$ cat src/rtl/mul_seq_if.sv
// Handshake bundle for mul_seq: operand side (in_*) and result side (out_*).
interface mul_seq_if #(
  parameter int unsigned WIDTH_A = 4,
  parameter int unsigned WIDTH_B = 4
);
  localparam int unsigned WIDTH_Y = WIDTH_A + WIDTH_B;

  logic               in_valid;
  logic               in_ready;
  logic [WIDTH_A-1:0] a;
  logic [WIDTH_B-1:0] b;
  logic               is_signed;
  logic               out_valid;
  logic               out_ready;
  logic [WIDTH_Y-1:0] y;
  logic               busy;

  modport master (
    output in_valid, a, b, is_signed, out_ready,
    input  in_ready, out_valid, y, busy
  );

  modport slave (
    input  in_valid, a, b, is_signed, out_ready,
    output in_ready, out_valid, y, busy
  );
endinterface

$ cat src/rtl/mul_seq.sv
// Sequential shift-add multiplier, one multiplier bit per clock, signed/unsigned per
// transaction via sign-magnitude: magnitudes are multiplied, sign applied at the end.
module mul_seq #(
  parameter int unsigned WIDTH_A = 4,
  parameter int unsigned WIDTH_B = 4
) (
  input logic     clk,
  input logic     rst,
  mul_seq_if.slave bus
);
  localparam int unsigned WIDTH_Y = WIDTH_A + WIDTH_B;
  localparam int unsigned CW      = $clog2(WIDTH_B + 1);

  typedef enum logic [1:0] {IDLE, BUSY, DONE} state_e;

  state_e             state_q;
  logic [WIDTH_Y-1:0] mcand_q;
  logic [WIDTH_B-1:0] mplier_q;
  logic [WIDTH_Y-1:0] acc_q;
  logic [WIDTH_Y-1:0] acc_d;
  logic [WIDTH_Y-1:0] y_q;
  logic [CW-1:0]      count_q;
  logic               neg_q;
  logic               out_valid_q;

  logic [WIDTH_A-1:0] mag_a;
  logic [WIDTH_B-1:0] mag_b;
  logic               neg_d;

  // Most-negative operands negate to themselves, which read as unsigned is 2^(W-1).
  always_comb begin
    mag_a = (bus.is_signed && bus.a[WIDTH_A-1]) ? -bus.a : bus.a;
    mag_b = (bus.is_signed && bus.b[WIDTH_B-1]) ? -bus.b : bus.b;
    neg_d = bus.is_signed && (bus.a[WIDTH_A-1] ^ bus.b[WIDTH_B-1]);
    acc_d = mplier_q[0] ? acc_q + mcand_q : acc_q;
  end

  always_ff @(posedge clk) begin
    if (rst) begin
      state_q     <= IDLE;
      mcand_q     <= '0;
      mplier_q    <= '0;
      acc_q       <= '0;
      y_q         <= '0;
      count_q     <= '0;
      neg_q       <= 1'b0;
      out_valid_q <= 1'b0;
    end else begin
      case (state_q)
        IDLE: begin
          if (bus.in_valid) begin
            mcand_q  <= WIDTH_Y'(mag_a);
            mplier_q <= mag_b;
            neg_q    <= neg_d;
            acc_q    <= '0;
            count_q  <= CW'(WIDTH_B);
            state_q  <= BUSY;
          end
        end
        BUSY: begin
          acc_q    <= acc_d;
          mcand_q  <= mcand_q << 1;
          mplier_q <= mplier_q >> 1;
          count_q  <= count_q - 1'b1;
          if (count_q == CW'(1)) begin
            y_q         <= neg_q ? -acc_d : acc_d;
            out_valid_q <= 1'b1;
            state_q     <= DONE;
          end
        end
        DONE: begin
          if (bus.out_ready) begin
            out_valid_q <= 1'b0;
            state_q     <= IDLE;
          end
        end
        default: state_q <= IDLE;
      endcase
    end
  end

  assign bus.in_ready  = (state_q == IDLE);
  assign bus.busy      = (state_q == BUSY);
  assign bus.out_valid = out_valid_q;
  assign bus.y         = y_q;
endmodule

$ cat src/flat_wrapper.sv
// flat-port wrapper written by rule: the top's interface ports become plain ports
module mul_seq_flat 
#(
  parameter int unsigned WIDTH_A = 4,
  parameter int unsigned WIDTH_B = 4
)
  (clk, rst, bus_in_valid, bus_a, bus_b, bus_is_signed, bus_out_ready, bus_in_ready, bus_out_valid, bus_y, bus_busy);
  mul_seq_if #(.WIDTH_A(WIDTH_A), .WIDTH_B(WIDTH_B)) bus_i ();
  input logic clk;
  input logic rst;
  input wire logic [$bits(bus_i.in_valid)-1:0] bus_in_valid;
  input wire logic [$bits(bus_i.a)-1:0] bus_a;
  input wire logic [$bits(bus_i.b)-1:0] bus_b;
  input wire logic [$bits(bus_i.is_signed)-1:0] bus_is_signed;
  input wire logic [$bits(bus_i.out_ready)-1:0] bus_out_ready;
  output wire logic [$bits(bus_i.in_ready)-1:0] bus_in_ready;
  output wire logic [$bits(bus_i.out_valid)-1:0] bus_out_valid;
  output wire logic [$bits(bus_i.y)-1:0] bus_y;
  output wire logic [$bits(bus_i.busy)-1:0] bus_busy;
  assign bus_i.in_valid = bus_in_valid;
  assign bus_i.a = bus_a;
  assign bus_i.b = bus_b;
  assign bus_i.is_signed = bus_is_signed;
  assign bus_i.out_ready = bus_out_ready;
  assign bus_in_ready = bus_i.in_ready;
  assign bus_out_valid = bus_i.out_valid;
  assign bus_y = bus_i.y;
  assign bus_busy = bus_i.busy;
  mul_seq #(.WIDTH_A(WIDTH_A), .WIDTH_B(WIDTH_B)) u_core (.clk(clk), .rst(rst), .bus(bus_i));
endmodule
$ cat config.mk
export PLATFORM = sky130hd
export DESIGN_NAME = mul_seq_flat
export DESIGN_NICKNAME = d
export VERILOG_FILES = /design/src/rtl/mul_seq_if.sv /design/src/rtl/mul_seq.sv /design/src/flat_wrapper.sv
export SDC_FILE = /design/constraint.sdc
export NUM_CORES = 1
export LEC_CHECK = 0
export BUFFER_PORTS_ARGS = -buffer_cell sky130_fd_sc_hd__buf_4
export CAP_MARGIN = 20
export CORE_MARGIN = 5
export CORE_UTILIZATION = 50
export CTS_CLUSTER_DIAMETER = 40
export CTS_CLUSTER_SIZE = 20
export DETAILED_ROUTE_END_ITERATION = 8
export PLACE_DENSITY = 0.7
export SLEW_MARGIN = 20
export SYNTH_ARGS = -nofsm -noshare
export SYNTH_HDL_FRONTEND = slang
export SYNTH_SLANG_ARGS = --single-unit
export TNS_END_PERCENT = 1
$ cat constraint.sdc
create_clock -name clk -period 2.86 [get_ports clk]
set_input_delay 0.286 -clock clk [delete_from_list [all_inputs] [get_ports clk]]
set_output_delay 0.286 -clock clk [all_outputs]
set_load 0.1 [all_outputs]
-- Word-level counts from Yosys, hierarchy flattened
Index checks and enable logic that the tools add are counted.
- flip-flop bits (word level): 35
- output and inout port bits: 11
- word-level logic and storage cells: 50
- $add $sub $neg: 5
- equality and inequality tests: 6
- multiplexer cells: 19
- bitwise logic cells: 1
- reductions and logical operators: 11
- operators with widths (cell ; number):
    2-to-1 mux 8 bit ; 4
    case mux 8 bit (2 select lines) ; 2
    2-to-1 mux 4 bit ; 3
    adder 8 bit ; 1
    negator 4 bit ; 2
    negator 8 bit ; 1
    case mux 4 bit (2 select lines) ; 1
    2-to-1 mux 2 bit ; 3
    case mux 2 bit (3 select lines) ; 1
    case mux 3 bit (2 select lines) ; 1
    AND reduction 2 bit ; 3
    AND reduction 3 bit ; 2
    inequality test 2 bit, second input constant ; 2
    nonzero test 2 bit ; 2
    == test 3 x 1 -> 1 bit, second input constant ; 1
    logical AND 1 bit ; 3
    2-to-1 mux 3 bit ; 1
    subtractor 3 x 1 -> 3 bit, second input constant ; 1
    == test 2 x 1 -> 1 bit, second input constant ; 1
    == test 2 bit, second input constant ; 1
    logical NOT 2 bit ; 1
    2-to-1 mux 1 bit ; 2
    inequality test 2 x 1 -> 1 bit, second input constant ; 1
    case mux 1 bit (2 select lines) ; 1
    bitwise XOR 1 bit ; 1

-- Longest topological paths before layout
Gate-level depths: netlist (run 1).
- depth after elaboration: 4
- gate-level depth with buffers: 9
- depth with buffers taken out: 9

-- Worst setup path before layout (run 1)
No wires, ideal clock.
- kind: register -> register
- start: register u_core.state_q[1]
- end: register u_core.mcand_q[1]
- arrival: 2.581 ns
- data required time: 2.732 ns
- setup slack: 0.152 ns
- cell stages (with the launch flop): 7
- buffers on the path: 1
- clock period less this slack: 2.708 ns
- cell sequence: dfxtp_1 nor2_1 and2_1 clkbuf_1 nor2_1 a221oi_1 nor2_1
- longest elaborated chain between the ends: 3
- ends and longest elaborated chain (what ; line ; text):
    start: declaration ; mul_seq.sv:16 ; state_e state_q;
    start signal: assignment ; mul_seq.sv:40 ; state_q <= IDLE;
    start signal: assignment ; mul_seq.sv:57 ; state_q <= BUSY;
    start signal: assignment ; mul_seq.sv:68 ; state_q <= DONE;
    logical NOT 2 bit (*) ; n/a ;
    via bus_in_ready ; flat_wrapper.sv:16 ; output wire logic [$bits(bus_i.in_ready)-1:0] bus_in_ready;
    inequality test 2 bit (no line) / nonzero test 2 bit (equally long branches) ; n/a ;
    AND reduction 2 bit (no line) ; n/a ;
    end signal: assignment ; mul_seq.sv:52 ; mcand_q <= WIDTH_Y'(mag_a);
    end signal: assignment ; mul_seq.sv:62 ; mcand_q <= mcand_q << 1;
    end: declaration ; mul_seq.sv:17 ; logic [WIDTH_Y-1:0] mcand_q;
The timed path passes the listed nets; every way through them passes the cells marked *.
A chain may end at the register's enable or synchronous reset.

-- Worst setup path in the final report (run 1)
- start: register u_core.acc_q[0]
- end: register u_core.y_q[5], in the netlist u_core.bus.y[5]
- longest elaborated chain between the ends: 4
- ends and longest elaborated chain (what ; line ; text):
    start: declaration ; mul_seq.sv:19 ; logic [WIDTH_Y-1:0] acc_q;
    start signal: assignment ; mul_seq.sv:43 ; acc_q <= '0;
    start signal: assignment ; mul_seq.sv:55 ; acc_q <= '0;
    start signal: assignment ; mul_seq.sv:61 ; acc_q <= acc_d;
    adder 8 bit ; mul_seq.sv:35 ; acc_d = mplier_q[0] ? acc_q + mcand_q : acc_q;
    2-to-1 mux 8 bit (*) ; mul_seq.sv:35 ;
    negator 8 bit ; mul_seq.sv:66 ; y_q <= neg_q ? -acc_d : acc_d;
    2-to-1 mux 8 bit (*) ; mul_seq.sv:66 ;
    end signal: assignment ; mul_seq.sv:66 ;
    end: declaration ; mul_seq.sv:21 ; logic [WIDTH_Y-1:0] y_q;
Every way passes the cells marked *; elsewhere a longest branch is shown, timed or not.

==> impl_metrics.py, run 1 <==
metrics = {
    "timing": {
        "setup_viol": 0,
        "clock.fmax_mhz": 409,
        "worstMarginPinSlew_ps": 686,
        "period_share_pct": 85.4,
        "relSlewSlack_pct": 54.2,
        "holdWs_ps": 275,
        "setup_tns_ps": 0,
        "slew_viol_final": 0,
        "rsz0062_at_grt": "false",
        "period_minus_slack_ps": 2440,
        "skew_ps": 3.23,
        "finalHoldViolations": 0,
    },
    "critical_path": {
        "criticalPathCategory": "flip-flop to flip-flop",
        "start_kind": "flip-flop",
        "cp_num_buf_inv": 0,
        "critPathRequiredTime_ps": 3040,
        "crit_family": "adder cells",
        "slowest_stage": "fa_1",
        "cp_data_arrival_time_ps": 2620,
        "critPathCaptureType": "flip-flop",
        "slowest_delay_ps": 440,
        "crit_fanout": 4,
        "cp_cell_sequence": "ha_1 > fa_1 > a21oi_1 > mux2_2 > nand2_1 > nor3_1 > or3_1 > a31o_2",
    },
    "logic_synthesis": {
        "synthesis.area_um2": 2120,
        "yosys-top-cells-area": "dfxtp_1 (33%), a21oi_1 (7.3%), ha_1 (7.1%)",
        "synth_area_leader_cell": "dfxtp_1",
        "async_flop_share_pct": 0,
        "synth_cell_types": 55,
        "yosys_warnings": 0,
        "synthFlopType": "dfxtp_1",
        "syn_area_per_cell_um2": 7.93,
        "syn_inst": 267,
        "ys_ff_latch": 35,
        "synth_edf_count": 0,
        "synth_top_area_share_pct": 33.1,
        "yosysSeqAreaShare_pct": 33.1,
        "synth_nets": 293,
    },
    "cts": {
        "h-tree-depth": 2,
        "cts_tree": "yes",
        "clk_pin_slew_ps": 70,
        "cts_resized": 0,
        "cts_buffers": 5,
        "clk_latency_ps": 280,
        "cts_sinks": 35,
        "clockBufferDepth": 2,
        "cts_setup_buffers": 0,
        "clock-root-buffer": "clkbuf_8",
        "postCtsHoldBufs": 0,
    },
    "global_route": {
        "grt_use_total_pct": 18.4,
        "grt_pass1_vias": 1764,
        "grt_pass1_wl_um": 8070,
        "grt_overflow": 0,
        "met1_usage_pct": 25.4,
        "gr-max-usage-layer": "met2",
        "grt_antenna_before_repair": 0,
        "use_met2_pct": 27.8,
        "grt_max_degree": 40,
        "use_met3_pct": 4.01,
    },
    "min_path": {
        "min-delay-path-class": "input pin to flip-flop",
    },
    "floorplan": {
        "dieArea_um2": 5640,
        "die_x_um": 75.1,
        "die_y_um": 75.1,
        "core_area_um2": 4060,
        "ios": 24,
        "start_util_pct": 52.2,
        "rows": 23,
    },
    "place": {
        "port_buffers": 23,
        "placement.cell_area_um2": 2310,
        "globalplace.congestion": 0.806,
        "post-dp-hpwl_um": 3430,
    },
    "detailed_routing": {
        "postRouteAntennaNets": 0,
        "drt_iter0_drc": 97,
        "vias": 1932,
        "vias_per_cell": 5.73,
        "wl_um": 4660,
        "drc_errors": 0,
        "dr.pass1.iters": 4,
        "routedWlPerCell_um": 13.8,
    },
    "power_and_ir_drop": {
        "p_per_area_nw_per_um2": 449,
        "ir_worst_vdd_v": 0.000267,
        "finalPower_w": 0.00107,
        "leakagePower_nw": 0.933,
    },
    "job": {
        "cap_violations": 0,
    },
    "cells_and_area": {
        "stdcell_area_um2": 2390,
        "diodes": 0,
        "drive_gt1_share_pct": 15.3,
        "syn2layout_area_growth_pct": 12.8,
        "nets": 312,
        "final_util_pct": 58.9,
        "n_fill_cell": 378,
    },
    "outcome": {
        "status": "finished, final reports clean",
    },
}
-- cell usage in the layout, fill, tap and decap left out, drive strengths merged, types with 3 or more instances in the layout --
cell type  count
or3            3
a21oi         31
dfxtp         35
mux2i          3
inv           11
nand3b         7
a22oi          3
and2           4
ha            12
o21ai          7
a211oi         4
nand2b         5
nand2         30
nand3         11
nor3           8
a31oi          7
xor2           4
buf           26
clkbuf         7
nor2          31
xnor2          3
-- metrics by stage --
stage | setup slack (ps) | std cells
global placement | 504 | 329
finish | 418 | 337
CTS | 437 | 337
floorplan | 152 | 267
detailed placement | 443 | 329
global route | 229 | 337
-- registers in the layout, indices dropped and copies added (netlist names) --
name and flops:
u_core.count_q 3, u_core.bus.out_valid 1, u_core.bus.y 8, u_core.neg_q 1, u_core.mplier_q 4, u_core.state_q 2
u_core.acc_q 8, u_core.mcand_q 8
-- routing by layer --
| layer | up-vias | share of wire (%) |
|---|---|---|
| met1 | 893 | 50 |
| met2 | 35 | 44 |
| met5 | - | 0 |
| met4 | 0 | 1.4 |
| met3 | 9 | 4.5 |
| li1 | 995 | - |
-- worst min-delay path: stages --
cell and delay [ps]:
buf_4 120, nand2_1 50, a21oi_1 50
-- final timing paths --
check | from | endpoint | slack, ps | cells past startpoint
worst max-delay path | u_core.acc_q[0] | u_core.bus.y[5] | 420 | 8
worst min-delay path | bus_a[0] | u_core.mcand_q[0] | 280 | 3
worst max register to register | u_core.acc_q[0] | u_core.bus.y[5] | 420 | 8
worst min register to register | u_core.mplier_q[3] | u_core.mplier_q[2] | 460 | 2
-- cells in the mapped netlist (4+ instances only) --
library cell / n
nor3_1: 7
inv_1: 11
nand3_1: 11
nand3b_1: 7
a31oi_1: 7
nand2_1: 30
nand2b_1: 4
o21ai_0: 7
a21oi_1: 31
dfxtp_1: 35
ha_1: 12
clkbuf_1: 10
xor2_1: 4
nor2_1: 31
-- cell families (layout without fill, tap and decap cells) --
family	after synthesis	in the layout	synth area share, %
simple gates	110	110	26.1
compound gates	72	72	22.6
flops	35	35	33.1
buf+inv	26	46	5.32
fa+ha+maj	13	13	8.04
xor+xnor	7	7	2.90
mux	4	4	1.95
-- layout make-up --
cell class              count  area, µm²  area share [%]
multi-input cells         206       1300            54.6
flip-flops and latches     35        701            29.3
repair buffers             26        195            8.17
clock buffers               7       76.3            3.20
well taps                  50       62.6            2.62
inverters                  12       45.0            1.89
clock inverters             1       5.00           0.210
-- report_power, final --
part	switching, W	total [W]	internal (W)
Sequential	0.0000181	0.000523	0.000505
Combinational	0.000138	0.000205	0.0000665
Clock	0.000173	0.000344	0.000171
(Power assumes the default switching activity.)
==> run 2, diff against run 1 <==
--- a/config.mk
+++ b/config.mk
@@ -8,11 +8,10 @@
 export BUFFER_PORTS_ARGS = -buffer_cell sky130_fd_sc_hd__buf_4
 export CAP_MARGIN = 20
 export CORE_MARGIN = 5
-export CORE_UTILIZATION = 50
+export CORE_UTILIZATION = 40
 export CTS_CLUSTER_DIAMETER = 40
 export CTS_CLUSTER_SIZE = 20
 export DETAILED_ROUTE_END_ITERATION = 8
-export PLACE_DENSITY = 0.7
 export SLEW_MARGIN = 20
 export SYNTH_ARGS = -nofsm -noshare
 export SYNTH_HDL_FRONTEND = slang
==> run 2 against run 1 <==
Compared with the run above: global-route usage decreased by 2.4 points; clock skew grew 6.1 ps; non-clock buffer count decreased by 1; flip-flop and latch count is the same; wire length rose by 4.7%; total power up 11%; first-iteration DRC count is 9.3% higher; maximum frequency down 0.95%; critical path depth is 1 higher; critical path type unchanged.
==> impl_metrics.py, run 2 (synthesis gave the netlist of run 1 again) <==
metrics = {
    "cts": {
        "clock-root-buffer": "clkbuf_8",
        "cts_buffers": 5,
        "clk_pin_slew_ps": 80,
        "cts_setup_buffers": 0,
        "clockBufferDepth": 2,
        "cts_resized": 0,
        "cts_sinks": 35,
        "clk_latency_ps": 290,
        "postCtsHoldBufs": 0,
        "h-tree-depth": 2,
        "cts_tree": "yes",
    },
    "critical_path": {
        "critPathRequiredTime_ps": 3080,
        "crit_top_cell": "ha_1",
        "crit_family": "adder cells",
        "cp_data_arrival_time_ps": 2680,
        "slowest_delay_ps": 420,
        "cp_num_buf_inv": 1,
        "crit_fanout": 4,
        "critPathCaptureType": "flip-flop",
        "criticalPathCategory": "flip-flop to flip-flop",
        "start_kind": "flip-flop",
        "cp_cell_sequence": "ha_1 > fa_1 > mux2i_1 > ha_1 > inv_1 > o41ai_1 > xnor2_1 > nand2_1 > a21oi_1",
        "slowest_stage": "fa_1",
    },
    "cells_and_area": {
        "multiInputGateArea_um2": 1300,
        "final_common_cell": "dfxtp_1",
        "regArea_um2": 701,
        "nets": 311,
        "diodes": 0,
        "final_cell_mix": "dfxtp_1 (35), nor2_1 (31), a21oi_1 (31), nand2_1 (30), buf_4 (25)",
        "n_fill_cell": 557,
        "drive_gt1_share_pct": 15.7,
        "syn2layout_area_growth_pct": 15.3,
    },
    "detailed_routing": {
        "wl_um": 4880,
        "dr.pass1.iters": 4,
        "vias": 1909,
        "drc_errors": 0,
        "drt_iter0_drc": 106,
        "routedWlPerCell_um": 13.7,
        "postRouteAntennaNets": 0,
        "vias_per_cell": 5.36,
    },
    "global_route": {
        "grt_pass1_wl_um": 8330,
        "grt_max_degree": 40,
        "grt_overflow": 0,
        "use_met3_pct": 3.90,
        "use_met2_pct": 24.4,
        "grt_antenna_before_repair": 0,
        "grt_pass1_vias": 1762,
        "grt_use_total_pct": 16.0,
        "met1_usage_pct": 21.5,
        "gr-max-usage-layer": "met2",
    },
    "floorplan": {
        "die_y_um": 82.8,
        "dieArea_um2": 6850,
        "rows": 26,
        "start_util_pct": 41.2,
        "core_area_um2": 5140,
        "die_x_um": 82.8,
        "ios": 24,
    },
    "timing": {
        "worst_slack_ps": 394,
        "period_minus_slack_ps": 2470,
        "rsz0062_at_grt": "false",
        "setup_viol": 0,
        "skew_ps": 9.36,
        "finalHoldViolations": 0,
        "setup_tns_ps": 0,
        "relSlewSlack_pct": 48.8,
        "clock.fmax_mhz": 406,
        "worstMarginPinSlew_ps": 766,
        "slew_viol_final": 0,
        "period_share_pct": 86.2,
    },
    "power_and_ir_drop": {
        "ir_worst_vdd_v": 0.000224,
        "switching_share_pct": 29.6,
        "sequentialPowerShare_pct": 44.4,
        "p_per_area_nw_per_um2": 486,
        "combPwrFrac_pct": 16.8,
        "leakagePower_nw": 0.944,
        "intPower_w": 0.000835,
        "p_sw_w": 0.000352,
        "pwr-share-clk_pct": 38.8,
    },
    "place": {
        "port_buffers": 23,
        "post-dp-hpwl_um": 3550,
        "dp_slack_ps": 403,
        "globalplace.congestion": 0.786,
    },
    "outcome": {
        "status": "finished, final reports clean",
    },
    "min_path": {
        "min-delay-path-class": "input pin to flip-flop",
    },
    "job": {
        "cap_violations": 0,
    },
}
run 2: stage by stage:
| step | util, % | area (µm²) | hold WS (ps) | cells | total power, W |
|---|---|---|---|---|---|
| 2_1_floorplan | - | 2120 | 422 | 267 | 0.000683 |
| 3_3_place_gp | 45.2 | 2320 | 440 | 348 | 0.000736 |
| 3_5_place_dp | 45.2 | 2320 | 445 | 348 | 0.000738 |
| 4_1_cts | 47.5 | 2440 | 254 | 356 | 0.00120 |
| 5_1_grt | 47.5 | 2440 | 273 | 356 | 0.00125 |
| 6_report | 47.5 | 2440 | 263 | 356 | 0.00119 |
run 2: path summary, 6_finish.rpt:
kind / start / endpoint / slack [ps] / depth (start not counted)
min: bus_out_ready / u_core.state_q[1] / 260 / 3
min reg2reg: u_core.mplier_q[3] / u_core.mplier_q[2] / 460 / 2
max reg2reg: u_core.mcand_q[0] / u_core.bus.y[4] / 390 / 9
max: u_core.mcand_q[0] / u_core.bus.y[4] / 390 / 9
run 2: worst register-to-register path, stage by stage, from the launching register on:
cell     delay (ps)
dfxtp_1         370
ha_1            230
fa_1            420
mux2i_1         280
ha_1            230
inv_1            50
o41ai_1         420
xnor2_1         160
nand2_1          70
a21oi_1         160
run 2: power groups by stage:
| stage | Clock, W | Sequential (W) | Combinational, W |
|---|---|---|---|
| after global placement | 0 | 0.000537 | 0.000199 |
| after detailed placement | 0 | 0.000538 | 0.000200 |
| after CTS | 0.000476 | 0.000526 | 0.000201 |
| final | 0.000460 | 0.000526 | 0.000199 |
| after floorplan | 0 | 0.000537 | 0.000146 |
| after global routing | 0.000494 | 0.000530 | 0.000222 |
run 2: metal layers:
metal | up-vias | wire length, µm | part of all wire (%)
li1 | 993 | - | -
met1 | 882 | 2480 | 51
met2 | 27 | 2150 | 44
met3 | 7 | 154 | 3.2
met4 | 0 | 92 | 1.9
met5 | - | 0 | 0
run 2: area by class of cell:
cell class	count	share of cell area, %
Clock inverter	3	1.95
Tap cell	70	3.59
Sequential cell	35	28.7
Multi-Input combinational cell	206	53.4
Clock buffer	5	2.82
Timing Repair Buffer	25	7.69
Inverter	12	1.85
==> run 3, diff against run 2 <==
--- a/config.mk
+++ b/config.mk
@@ -8,10 +8,11 @@
 export BUFFER_PORTS_ARGS = -buffer_cell sky130_fd_sc_hd__buf_4
 export CAP_MARGIN = 20
 export CORE_MARGIN = 5
-export CORE_UTILIZATION = 40
+export CORE_UTILIZATION = 58
 export CTS_CLUSTER_DIAMETER = 40
 export CTS_CLUSTER_SIZE = 20
 export DETAILED_ROUTE_END_ITERATION = 8
+export PLACE_DENSITY = 0.79
 export SLEW_MARGIN = 20
 export SYNTH_ARGS = -nofsm -noshare
 export SYNTH_HDL_FRONTEND = slang
==> constraint.sdc (replaced) <==
create_clock -name clk -period 2.4 [get_ports clk]
set_input_delay 0.24 -clock clk [delete_from_list [all_inputs] [get_ports clk]]
set_output_delay 0.24 -clock clk [all_outputs]
set_load 0.1 [all_outputs]
==> run 3 against run 2 <==
Compared with the run above: worst setup slack worse by 270 ps; critical path depth stayed put; count of clock-buffer cells in the layout stayed put; utilization is 22 points higher; non-clock buffer count is 5 higher; global-route usage is 3.7 points higher; first-iteration DRC count is 31% higher; critical path type unchanged; highest routed layer unchanged.
==> impl_metrics.py, run 3 (synthesis gave the netlist of run 1 again) <==
metrics = {
    "floorplan": {
        "ios": 24,
        "die_y_um": 70.4,
        "die_x_um": 70.4,
        "start_util_pct": 58.7,
        "core_area_um2": 3610,
        "rows": 22,
        "dieArea_um2": 4960,
    },
    "place": {
        "placement.cell_area_um2": 2340,
        "dp_cells": 331,
        "post-dp-hpwl_um": 3400,
        "globalplace.congestion": 0.831,
        "port_buffers": 23,
        "dp_slack_ps": -0.522,
    },
    "timing": {
        "slew_viol_final": 0,
        "worstMarginPinSlew_ps": 657,
        "finalHoldViolations": 0,
        "relSlewSlack_pct": 56.1,
        "setup_viol": 0,
        "period_share_pct": 95.0,
        "rsz0062_at_grt": "false",
        "worst_slack_ps": 121,
        "clock.fmax_mhz": 439,
        "setup_tns_ps": 0,
        "period_minus_slack_ps": 2280,
        "skew_ps": 5.44,
    },
    "job": {
        "cap_violations": 0,
    },
    "detailed_routing": {
        "drc_errors": 0,
        "postRouteAntennaNets": 0,
        "routedWlPerCell_um": 13.8,
        "vias_per_cell": 5.74,
        "dr.pass1.iters": 4,
        "drt_iter0_drc": 139,
        "vias": 1946,
        "wl_um": 4670,
    },
    "cts": {
        "cts_sinks": 35,
        "h-tree-depth": 2,
        "clockBufferDepth": 2,
        "postCtsHoldBufs": 0,
        "clock-root-buffer": "clkbuf_8",
        "clk_latency_ps": 290,
        "cts_buffers": 5,
        "cts_tree": "yes",
        "clk_pin_slew_ps": 80,
    },
    "critical_path": {
        "start_kind": "flip-flop",
        "crit_start": "u_core.acc_q[0]",
        "criticalPathCategory": "flip-flop to flip-flop",
        "critPathRequiredTime_ps": 2640,
        "critPathCaptureType": "flip-flop",
        "r2r_start": "u_core.acc_q[0]",
        "cp_data_arrival_time_ps": 2520,
        "crit_fanout": 3,
    },
    "global_route": {
        "grt_max_degree": 40,
        "grt_antenna_before_repair": 0,
        "grt_overflow": 0,
        "grt_pass1_vias": 1819,
        "grt_use_total_pct": 19.7,
        "grt_pass1_wl_um": 7940,
    },
    "cells_and_area": {
        "final_cell_mix": "dfxtp_1 (33), a21oi_1 (31), nand2_1 (30), buf_4 (30), nor2_1 (29)",
        "drive_gt1_share_pct": 20.3,
        "n_fill_cell": 311,
        "nets": 316,
        "diodes": 0,
        "syn2layout_area_growth_pct": 18.1,
        "final_common_cell": "dfxtp_1",
        "fin_cells": 339,
        "stdcell_area_um2": 2500,
    },
    "min_path": {
        "min-delay-path-class": "input pin to flip-flop",
        "hp-start": "bus_out_ready",
    },
    "power_and_ir_drop": {
        "ir_worst_vdd_v": 0.000514,
        "leakagePower_nw": 0.978,
        "p_per_area_nw_per_um2": 563,
    },
    "outcome": {
        "status": "finished, final reports clean",
    },
}
run 3: final timing paths:
check	end	slack, ps	cells after the start
hold / removal	u_core.state_q[1]	220	3
setup reg to reg	u_core.bus.y[6]	120	9
setup / recovery	u_core.bus.y[6]	120	9
hold reg to reg	u_core.bus.out_valid	460	2
run 3: what timing repair did:
item	in CTS	in global routing
pin swaps	0	2
setup buffers	0	0
gates resized for setup	1	10
endpoints found under the setup margin	1	6
cloned	0	0
run 3: metal layers:
metal  wire (µm)  track usage (%)  vias up
li1            -                -     1005
met3         168             4.32        6
met5           0                0        -
met1        2240             25.3      904
met2        2190             32.8       31
met4          67             5.74        0
run 3: cell type report:
class | count | area [µm²] | share of cell area [%]
multi-input cells | 206 | 1350 | 54.2
flip-flops and latches | 35 | 703 | 28.1
repair buffers | 30 | 225 | 9.01
clock buffers | 5 | 68.8 | 2.75
well taps | 48 | 60.1 | 2.40
inverters | 12 | 45.0 | 1.80
clock inverters | 3 | 43.8 | 1.75
run 3: where the power goes:
group | internal (W) | total, W | switching, W
clock network | 0.000309 | 0.000532 | 0.000223
registers | 0.000602 | 0.000623 | 0.0000204
logic | 0.0000837 | 0.000253 | 0.000170
total | 0.000995 | 0.00141 | 0.000413
run 3: per-stage QoR:
stage | power, W | utilization [%] | hold slack (ps)
6_report | 0.00141 | 69.3 | 220
5_1_grt | 0.00148 | 69.3 | 218
4_1_cts | 0.00141 | 68.1 | 216
3_5_place_dp | 0.000882 | 64.8 | 456
3_3_place_gp | 0.000878 | 64.8 | 443
2_1_floorplan | 0.000815 | - | 376
run 3: worst max-delay path: stages, from the launching register on:
cell and delay (ps):
dfxtp_2 340, ha_4 170, fa_1 430, mux2i_1 210, ha_2 210, inv_1 60, nor2_2 130, nand4_2 160
a2111oi_4 370, a311o_2 150
